**config.mk**
```make
export PLATFORM = sky130hd
export DESIGN_NAME = vga_sync_gen
export DESIGN_NICKNAME = d
export VERILOG_FILES = /design/src/rtl/vga_sync_gen.sv
export SDC_FILE = /design/constraint.sdc
export NUM_CORES = 1
export LEC_CHECK = 0
export CORE_MARGIN = 2
export CORE_UTILIZATION = 51
export DETAILED_ROUTE_END_ITERATION = 6
export PLACE_DENSITY = 0.81
export SLEW_MARGIN = 20
export SYNTH_ARGS = -nofsm -noshare
export SYNTH_HDL_FRONTEND = slang
export SYNTH_SLANG_ARGS = --single-unit
```
**constraint.sdc**
```tcl
create_clock -name clk -period 3 [get_ports clk]
set_input_delay 0.6 -clock clk [delete_from_list [all_inputs] [get_ports clk]]
set_output_delay 0.6 -clock clk [all_outputs]
set_load 0.01 [all_outputs]
```
**src/rtl/vga_sync_gen.sv**
```systemverilog
// vga_sync_gen: VGA raster timing generator.
// Free-running pixel/line counters advanced by a pixel-clock enable, with
// sync and visible-area flags decoded combinationally from the counters so
// that anything indexed by hpos/vpos lines up in the same cycle.
// Optional build macro: VGA_FRAME_COUNTER_EN adds an 8-bit frame_count output
// that increments on every frame_end and wraps 255 -> 0.
module vga_sync_gen #(
    parameter int H_DISPLAY = 640,
    parameter int H_FRONT   = 16,
    parameter int H_SYNC    = 96,
    parameter int H_BACK    = 48,
    parameter int V_DISPLAY = 480,
    parameter int V_FRONT   = 10,
    parameter int V_SYNC    = 2,
    parameter int V_BACK    = 33
) (
    input  logic       clk,
    input  logic       reset,
    input  logic       ce,
`ifdef VGA_FRAME_COUNTER_EN
    output logic [7:0] frame_count,
`endif
    output logic [9:0] hpos,
    output logic [9:0] vpos,
    output logic       hsync,
    output logic       vsync,
    output logic       display_on,
    output logic       line_end,
    output logic       frame_end
);

    localparam int H_TOTAL = H_DISPLAY + H_FRONT + H_SYNC + H_BACK;
    localparam int V_TOTAL = V_DISPLAY + V_FRONT + V_SYNC + V_BACK;

    localparam logic [9:0] H_LAST     = 10'(H_TOTAL - 1);
    localparam logic [9:0] V_LAST     = 10'(V_TOTAL - 1);
    localparam logic [9:0] H_VIS_END  = 10'(H_DISPLAY);
    localparam logic [9:0] V_VIS_END  = 10'(V_DISPLAY);
    localparam logic [9:0] HS_START   = 10'(H_DISPLAY + H_FRONT);
    localparam logic [9:0] HS_END     = 10'(H_DISPLAY + H_FRONT + H_SYNC);
    localparam logic [9:0] VS_START   = 10'(V_DISPLAY + V_FRONT);
    localparam logic [9:0] VS_END     = 10'(V_DISPLAY + V_FRONT + V_SYNC);

    logic [9:0] hpos_r;
    logic [9:0] vpos_r;
    logic [9:0] hpos_nxt_s;
    logic [9:0] vpos_nxt_s;
    logic       h_last_s;
    logic       v_last_s;
    logic       line_end_s;
    logic       frame_end_s;
    logic       hsync_s;
    logic       vsync_s;
    logic       display_on_s;

    // End-of-line / end-of-frame detection; >= so a corrupted counter still wraps.
    always_comb begin
        h_last_s    = (hpos_r >= H_LAST);
        v_last_s    = (vpos_r >= V_LAST);
        line_end_s  = ce & (hpos_r == H_LAST);
        frame_end_s = line_end_s & (vpos_r == V_LAST);
    end

    // Next raster position: advance only on enabled cycles, wrap at totals.
    always_comb begin
        hpos_nxt_s = hpos_r;
        vpos_nxt_s = vpos_r;
        if (ce) begin
            if (h_last_s) begin
                hpos_nxt_s = 10'd0;
                if (v_last_s) begin
                    vpos_nxt_s = 10'd0;
                end else begin
                    vpos_nxt_s = vpos_r + 10'd1;
                end
            end else begin
                hpos_nxt_s = hpos_r + 10'd1;
                vpos_nxt_s = vpos_r;
            end
        end else begin
            hpos_nxt_s = hpos_r;
            vpos_nxt_s = vpos_r;
        end
    end

    // Raster position registers; reset wins over ce and restarts at (0,0).
    always_ff @(posedge clk) begin
        if (reset) begin
            hpos_r <= 10'd0;
            vpos_r <= 10'd0;
        end else begin
            hpos_r <= hpos_nxt_s;
            vpos_r <= vpos_nxt_s;
        end
    end

    // Zero-latency sync and visible-area decode from the registered position.
    always_comb begin
        hsync_s      = ~((hpos_r >= HS_START) && (hpos_r < HS_END));
        vsync_s      = ~((vpos_r >= VS_START) && (vpos_r < VS_END));
        display_on_s = (hpos_r < H_VIS_END) && (vpos_r < V_VIS_END);
    end

`ifdef VGA_FRAME_COUNTER_EN
    logic [7:0] frame_count_r;

    // Frame counter: one step per completed frame, natural 8-bit wrap.
    always_ff @(posedge clk) begin
        if (reset) begin
            frame_count_r <= 8'd0;
        end else if (frame_end_s) begin
            frame_count_r <= frame_count_r + 8'd1;
        end else begin
            frame_count_r <= frame_count_r;
        end
    end

    assign frame_count = frame_count_r;
`endif

    assign hpos       = hpos_r;
    assign vpos       = vpos_r;
    assign hsync      = hsync_s;
    assign vsync      = vsync_s;
    assign display_on = display_on_s;
    assign line_end   = line_end_s;
    assign frame_end  = frame_end_s;

endmodule

```
==> results of run 1 <==
## power groups by stage
stage          Clock [mW]  Combinational [mW]  Sequential, mW
6_report            0.128               0.115           0.316
2_1_floorplan           0              0.0466           0.327
3_5_place_dp            0               0.116           0.322
5_1_grt             0.141               0.125           0.320
3_3_place_gp            0               0.110           0.320
4_1_cts             0.132               0.117           0.316
## stage by stage
step | power (mW) | instance area (um^2)
floorplan | 0.374 | 1100
global placement | 0.430 | 1420
detailed placement | 0.438 | 1420
CTS | 0.565 | 1440
global route | 0.587 | 1440
finish | 0.559 | 1440
## kinds of logic after synthesis
logic type	after synthesis	synth area share [%]
XOR/XNOR	6	4.79
adder cells (fa/ha/maj)	4	4.57
AO/OA/AOI/OAI	26	15.3
multiplexers	2	1.83
buffers and inverters	10	3.43
AND/OR/NAND/NOR	64	33.6
flip-flops	20	36.5
## cells in the final DEF, fill, tap and decap left out, types with 5 or more instances in the layout
cell type / instances
nor2_1: 8
nand3_1: 11
or4_1: 5
and3_1: 6
a21oi_1: 8
dfxtp_1: 20
inv_1: 5
nand2_1: 9
nor3_1: 5
a31oi_1: 5
clkdlybuf4s50_1: 27
buf_4: 5
## layout make-up
type	instances	share of cell area, %
multi-input cells	102	45.7
flip-flops and latches	20	27.8
repair buffers	32	21.4
well taps	27	2.34
clock buffers	3	1.56
inverters	5	1.30
## synthesized netlist by cell type (all sizes together)
| cell type | n | area [um^2] |
|---|---|---|
| o31ai | 2 | 15.0 |
| o21ai | 3 | 15.0 |
| nand3 | 11 | 55.1 |
| xor2 | 4 | 35.0 |
| nor2b | 1 | 6.26 |
| nor2 | 8 | 30.0 |
| mux2i | 2 | 20.0 |
| or3 | 3 | 18.8 |
| a31oi | 5 | 31.3 |
| nand3b | 1 | 7.51 |
| a21oi | 8 | 40.0 |
| and2 | 4 | 25.0 |
| o21a | 2 | 15.0 |
| and3 | 7 | 45.1 |
| and4 | 2 | 17.5 |
| nor4b | 1 | 8.76 |
| dfxtp | 20 | 400 |
| a22o | 1 | 8.76 |
| nor3 | 5 | 25.0 |
| nor3b | 1 | 7.51 |
| ha | 4 | 50.1 |
| xnor2 | 2 | 17.5 |
| nand4 | 2 | 12.5 |
| a311oi | 1 | 8.76 |
| nand4b | 3 | 26.3 |
| inv | 5 | 18.8 |
| o22a | 1 | 8.76 |
| o31a | 2 | 17.5 |
| or4 | 6 | 48.8 |
| clkbuf | 5 | 18.8 |
| a211oi | 1 | 7.51 |
| nand2 | 9 | 33.8 |
## routing by layer
layer	vias to the layer above	share of wire [%]	global-route usage, %
met3	2	5.9	5.06
met5	-	0	0
met2	41	47	32.2
met1	511	47	32.3
met4	0	0.42	4.50
li1	551	-	-
## path summary, 6_finish.rpt
| check | slack [ns] | startpoint | cells past startpoint | endpoint |
|---|---|---|---|---|
| worst min register to register | 0.54 | vpos[0] | 2 | vpos[0] |
| worst min-delay path | 0.54 | vpos[0] | 2 | vpos[0] |
| worst max register to register | 0.92 | hpos[5] | 5 | vpos[3] |
| worst max-delay path | 0.20 | vpos[5] | 4 | frame_end |
## state kept, by name (all words and copies together), names as in the netlist
| signal | cells |
|---|---|
| hpos | 10 |
| vpos | 10 |
## worst max-delay path, delay by kind of cell, from the launching register on
family	cells	cell delay, ns
and+or+nand+nor	3	0.98
DFF	1	0.40
buffers and inverters	1	0.53
==> key figures, run 1 <==
Clock network
  – Root buf cell: clkbuf_4
  – TritonCTS buffer count: 3
  – CTS Buffer Depth: 2
  – CTS tree: yes
  – CTS Sinks: 20
  – Setup Fix Bufs, Post-CTS: 0
  – Hold_buf cts: 0
  – Clock transition at the registers of the reported paths: 0.12 ns
  – Worst skew pair latency: 0.30 ns
  – CTS resizes: 0
  – CTS H-tree depth: 1

Layout
  – Ant. Diodes: 0
  – # nets final: 171
  – Fillers: 170
  – Final design utilization: 72.0%
  – Area Growth Syn to Fin: 31.5%
  – Share of cells above drive strength 1: 6.17%
  – Multi-input gate area: 658 um^2
  – Post-route insts no fill: 189
  – Register Area: 400 um^2

Global routing
  – First-pass GRT wire length: 4.30 mm
  – Overflow after GRT: 0
  – Largest net degree at the start of global routing: 14
  – Initial antenna violation count: 0
  – Vias in the first global route: 942
  – Total GRT Usage: 21.8%

Place
  – Port Buffers: 27
  – Dpl cells: 186
  – Final estimated routing congestion in global placement: 0.847
  – Dpl ws: 0.289 ns
  – Dpl hpwl: 1.89 mm

Critical path
  – Critical path peak fanout: 7
  – Worst path slowest cell: or4_4
  – Crit path DAT: 2.20 ns
  – Critical Path End Type: output pin
  – Crit-path cells: or4_4 > nor3_1 > and2_1 > clkdlybuf4s50_1
  – CP required: 2.40 ns
  – CP max stage delay: 0.58 ns
  – Critical Path Source Type: flop
  – Crit path kind: flop to output pin

Floorplanning
  – Cell Rows: 16
  – Number of I/O pins: 28
  – Initial core utilization: 54.7%
  – Die width: 50.4 um
  – Die ar.: 2540 um^2
  – Area of the core: 2000 um^2
  – DIE HEIGHT: 50.4 um

Detailed routing
  – DRT Pass-1 Iters: 4
  – Via density: 5.85
  – Post-Route WL: 2.60 mm
  – Via count: 1105
  – Remaining antenna violation count: 0
  – DRC: 0
  – Starting DRT DRC Count: 20
  – Routed WL per cell: 13.8 um

Pwr
  – Pleak: 0.530 nW
  – Internal power: 399 uW
  – Pwr Density: 388 nW/um^2
  – P_sw: 160 uW
  – Power share of the clock group: 22.9%
  – Switching Share: 28.6%
  – Seq pwr share: 56.5%
  – Comb pwr share: 20.6%
  – Worst vdd ir: 0.458 mV

Timing
  – Hold_ws: 0.541 ns
  – Setup TNS: 0 ns
  – Slew Limit Fails: 0
  – Hold Vio Cnt, Final: 0
  – RSZ-0062 raised after global routing: false
  – Crit share post-route: 93.4%
  – Slew margin rel.: 46.1%
  – Tmin final: 2.80 ns
  – Final WS setup: 0.198 ns
  – Clk_skew: 0.00966 ns
  – # setup viols final: 0
  – Least-Margin Pin Slew: 0.800 ns
  – Max Freq: 0.357 GHz

Synthesis
  – Post-Syn Area: 1100 um^2
  – Synthesized Nets: 139
  – Mean Syn Cell Area: 8.30 um^2
  – Synth Warn #: 0
  – Count of cell types in the netlist: 34
  – Sequential element share of the synthesized area: 36.5%
  – Mapped Cells: 132
  – Synth Register Bits: 20

Worst hold path
  – Hold/Removal Path Class: flop to flop

Job
  – Max-Cap Viols: 0

Run status
  – Outcome: finished clean
Power figures use the tool's default switching activity.
==> inputs of run 2 (changes only) <==
--- a/config.mk
+++ b/config.mk
@@ -6,9 +6,11 @@
 export NUM_CORES = 1
 export LEC_CHECK = 0
 export CORE_MARGIN = 2
-export CORE_UTILIZATION = 51
+export CORE_UTILIZATION = 48
 export DETAILED_ROUTE_END_ITERATION = 6
-export PLACE_DENSITY = 0.81
+export HOLD_SLACK_MARGIN = 0.12
+export PLACE_DENSITY = 0.77
+export SKIP_CTS_REPAIR_TIMING = 1
 export SLEW_MARGIN = 20
 export SYNTH_ARGS = -nofsm -noshare
 export SYNTH_HDL_FRONTEND = slang
==> constraint.sdc (replaced) <==
create_clock -name clk -period 2.6 [get_ports clk]
set_input_delay 0.52 -clock clk [delete_from_list [all_inputs] [get_ports clk]]
set_output_delay 0.52 -clock clk [all_outputs]
set_load 0.01 [all_outputs]
==> run 2 against run 1 <==
Compared with the run above:
- setup slack worse by 0.11 ns
- sequential share of layout area is 0.28 points lower
- non-clock buffer count is 1 higher
- utilization is 5.1 points lower
- cell count is 1.1% higher
- largest cell class unchanged
- critical path type is now primary input to output pin
- via count is 1.7% lower
- wire length is 3.3% higher
- hold slack worse by 0.012 ns
==> key figures, run 2 (same netlist as run 1, synthesis figures left out) <==
Pwr
  – Comb pwr share: 20.4% (-0.2 points)
  – P_sw: 189 uW (+18%)
  – Switching Share: 29.1% (+0.44 points)
  – Worst vdd ir: 0.335 mV (-27%)
  – Pleak: 0.559 nW (+5.4%)
  – Internal power: 462 uW (+16%)
  – Power share of the clock group: 23.2% (+0.3 points)
  – Pwr Density: 444 nW/um^2 (+15%)
  – Pwr Total: 651 uW (+16%)
  – Seq pwr share: 56.4% (about the same)

Critical path
  – Crit path DAT: 1.99 ns (-0.21 ns)
  – CP top delay family: buffers and inverters
  – R2R depth: 4 (-1)
  – Critical path peak fanout: 2 (-5)
  – Crit path kind: primary input to output pin
  – Most used cell, CP: clkdlybuf4s50_1
  – CP max stage delay: 0.52 ns (-0.06 ns)
  – Crit-path cells: clkdlybuf4s50_1 > nand4_1 > nor3_2 > buf_4 > clkdlybuf4s50_1
  – Flop2flop setup slack: 0.54 ns (-0.38 ns)
  – Critical Path Source Type: primary input
  – CP required: 2.08 ns (-0.32 ns)
  – Buf/Inv on CP: 3 (+2)
  – Worst path depth: 5 (+1)
  – Worst path slowest cell: clkdlybuf4s50_1
  – Critical Path End Type: output pin

Layout
  – Final design utilization: 66.9% (-5.1 points)
  – Commonest non-fill, non-tap cell in the layout: clkdlybuf4s50_1
  – Share of cells above drive strength 1: 9.20% (+3.0 points)
  – Most frequent cells in the layout: clkdlybuf4s50_1, dfxtp_1, nand3_1
  – Area Growth Syn to Fin: 33.7%
  – Ant. Diodes: 0 (unchanged)
  – # nets final: 172 (+0.58%)

Detailed routing
  – Met3 wire length: 88 um (-42%)
  – Via density: 5.69 (-2.7%)
  – Via count: 1086 (-1.7%)
  – Starting DRT DRC Count: 14 (-30%)
  – Routed WL per cell: 14.1 um (+2.2%)
  – WL met1: 1.30 mm (+6.8%)
  – DRC: 0 (unchanged)
  – Post-Route WL: 2.68 mm (+3.3%)
  – Met2 wire len: 1.27 mm (+3.8%)
  – Remaining antenna violation count: 0 (unchanged)
  – Highest metal used: met4
  – DRT Pass-1 Iters: 4 (unchanged)

Floorplanning
  – Initial core utilization: 50.0% (-4.7 points)
  – Cell Rows: 17 (+1)
  – Number of I/O pins: 28 (unchanged)
  – Die width: 51.8 um (+2.8%)
  – DIE HEIGHT: 51.8 um (+2.8%)
  – Die ar.: 2680 um^2 (+5.7%)
  – Area of the core: 2190 um^2 (+9.4%)

Timing
  – RSZ-0062 raised after global routing: false
  – Slew margin rel.: 52.3% (+6.2 points)
  – Least-Margin Pin Slew: 0.708 ns (-0.0915 ns)
  – Hold Vio Cnt, Final: 0 (unchanged)
  – Max Freq: 0.398 GHz
  – Slew Limit Fails: 0 (unchanged)
  – Setup TNS: 0 ns (unchanged)
  – # setup viols final: 0 (unchanged)
  – Clk_skew: 0.00738 ns (-0.00228 ns)
  – Crit share post-route: 96.7%
  – Tmin final: 2.51 ns

Clock network
  – CTS Sinks: 20 (unchanged)
  – Clock transition at the registers of the reported paths: 0.11 ns (about the same)
  – CTS tree: yes
  – CTS H-tree depth: 1 (unchanged)
  – Root buf cell: clkbuf_4
  – CTS Buffer Depth: 2 (unchanged)
  – Worst skew pair latency: 0.30 ns (about the same)
  – TritonCTS buffer count: 3 (unchanged)

Global routing
  – Total GRT Usage: 22.1% (+0.26 points)
  – Overflow after GRT: 0 (unchanged)
  – Largest net degree at the start of global routing: 14 (unchanged)
  – Initial antenna violation count: 0 (unchanged)
  – First-pass GRT wire length: 4.49 mm (+4.4%)
  – Vias in the first global route: 982 (+4.2%)

Worst hold path
  – Hold/Removal Path Class: flop to flop
  – WHS Path Cells: 1 (-1)

Run status
  – Outcome: finished clean

Place
  – Final estimated routing congestion in global placement: 0.783 (-7.6%)
  – Port Buffers: 27 (unchanged)
  – Dpl hpwl: 1.95 mm (+3.5%)

Job
  – Max-Cap Viols: 0 (unchanged)
## run 2: changes by cell type in the layout (fill, tap and decap cells not counted), moves of 2 or more
cell and change:
dfxtp_2 +2, nor3_1 -2, dfxtp_1 -2, nor3_2 +2
## run 2: routing by layer
metal  track usage (%)  up-vias
met5                 0        -
met4              6.58        0
met3              3.45        5
met2              34.8       22
met1              30.9      499
li1                  -      560
## run 2: worst paths after layout
check | from | endpoint
worst max-delay path | ce | line_end
worst min register to register | vpos[5] | vpos[5]
worst max register to register | vpos[6] | vpos[7]
worst min-delay path | vpos[5] | vpos[5]
## run 2: per-stage QoR
| step | cell area [um^2] | setup WS [ns] | cells | hold slack, ns |
|---|---|---|---|---|
| floorplan | 1100 | 0.648 | 132 | 0.520 |
| global placement | 1420 | -0.0823 | 187 | 0.504 |
| detailed placement | 1420 | -0.128 | 187 | 0.527 |
| CTS | 1440 | -0.131 | 190 | 0.543 |
| global route | 1470 | 0.0105 | 191 | 0.550 |
| finish | 1470 | 0.0869 | 191 | 0.529 |
## run 2: power by group through the flow
stage | clock, mW | sequential, mW | combinational, mW
4_1_cts | 0.153 | 0.367 | 0.134
6_report | 0.151 | 0.368 | 0.133
2_1_floorplan | 0 | 0.377 | 0.0537
3_5_place_dp | 0 | 0.373 | 0.133
5_1_grt | 0.166 | 0.374 | 0.145
3_3_place_gp | 0 | 0.369 | 0.126
## run 2: final cells by class
class,count,area (um^2)
clock buffers,3,22.5
fillers,194,726
inverters,5,18.8
multi-input cells,102,668
flip-flops and latches,20,403
well taps,28,35.0
repair buffers,33,318
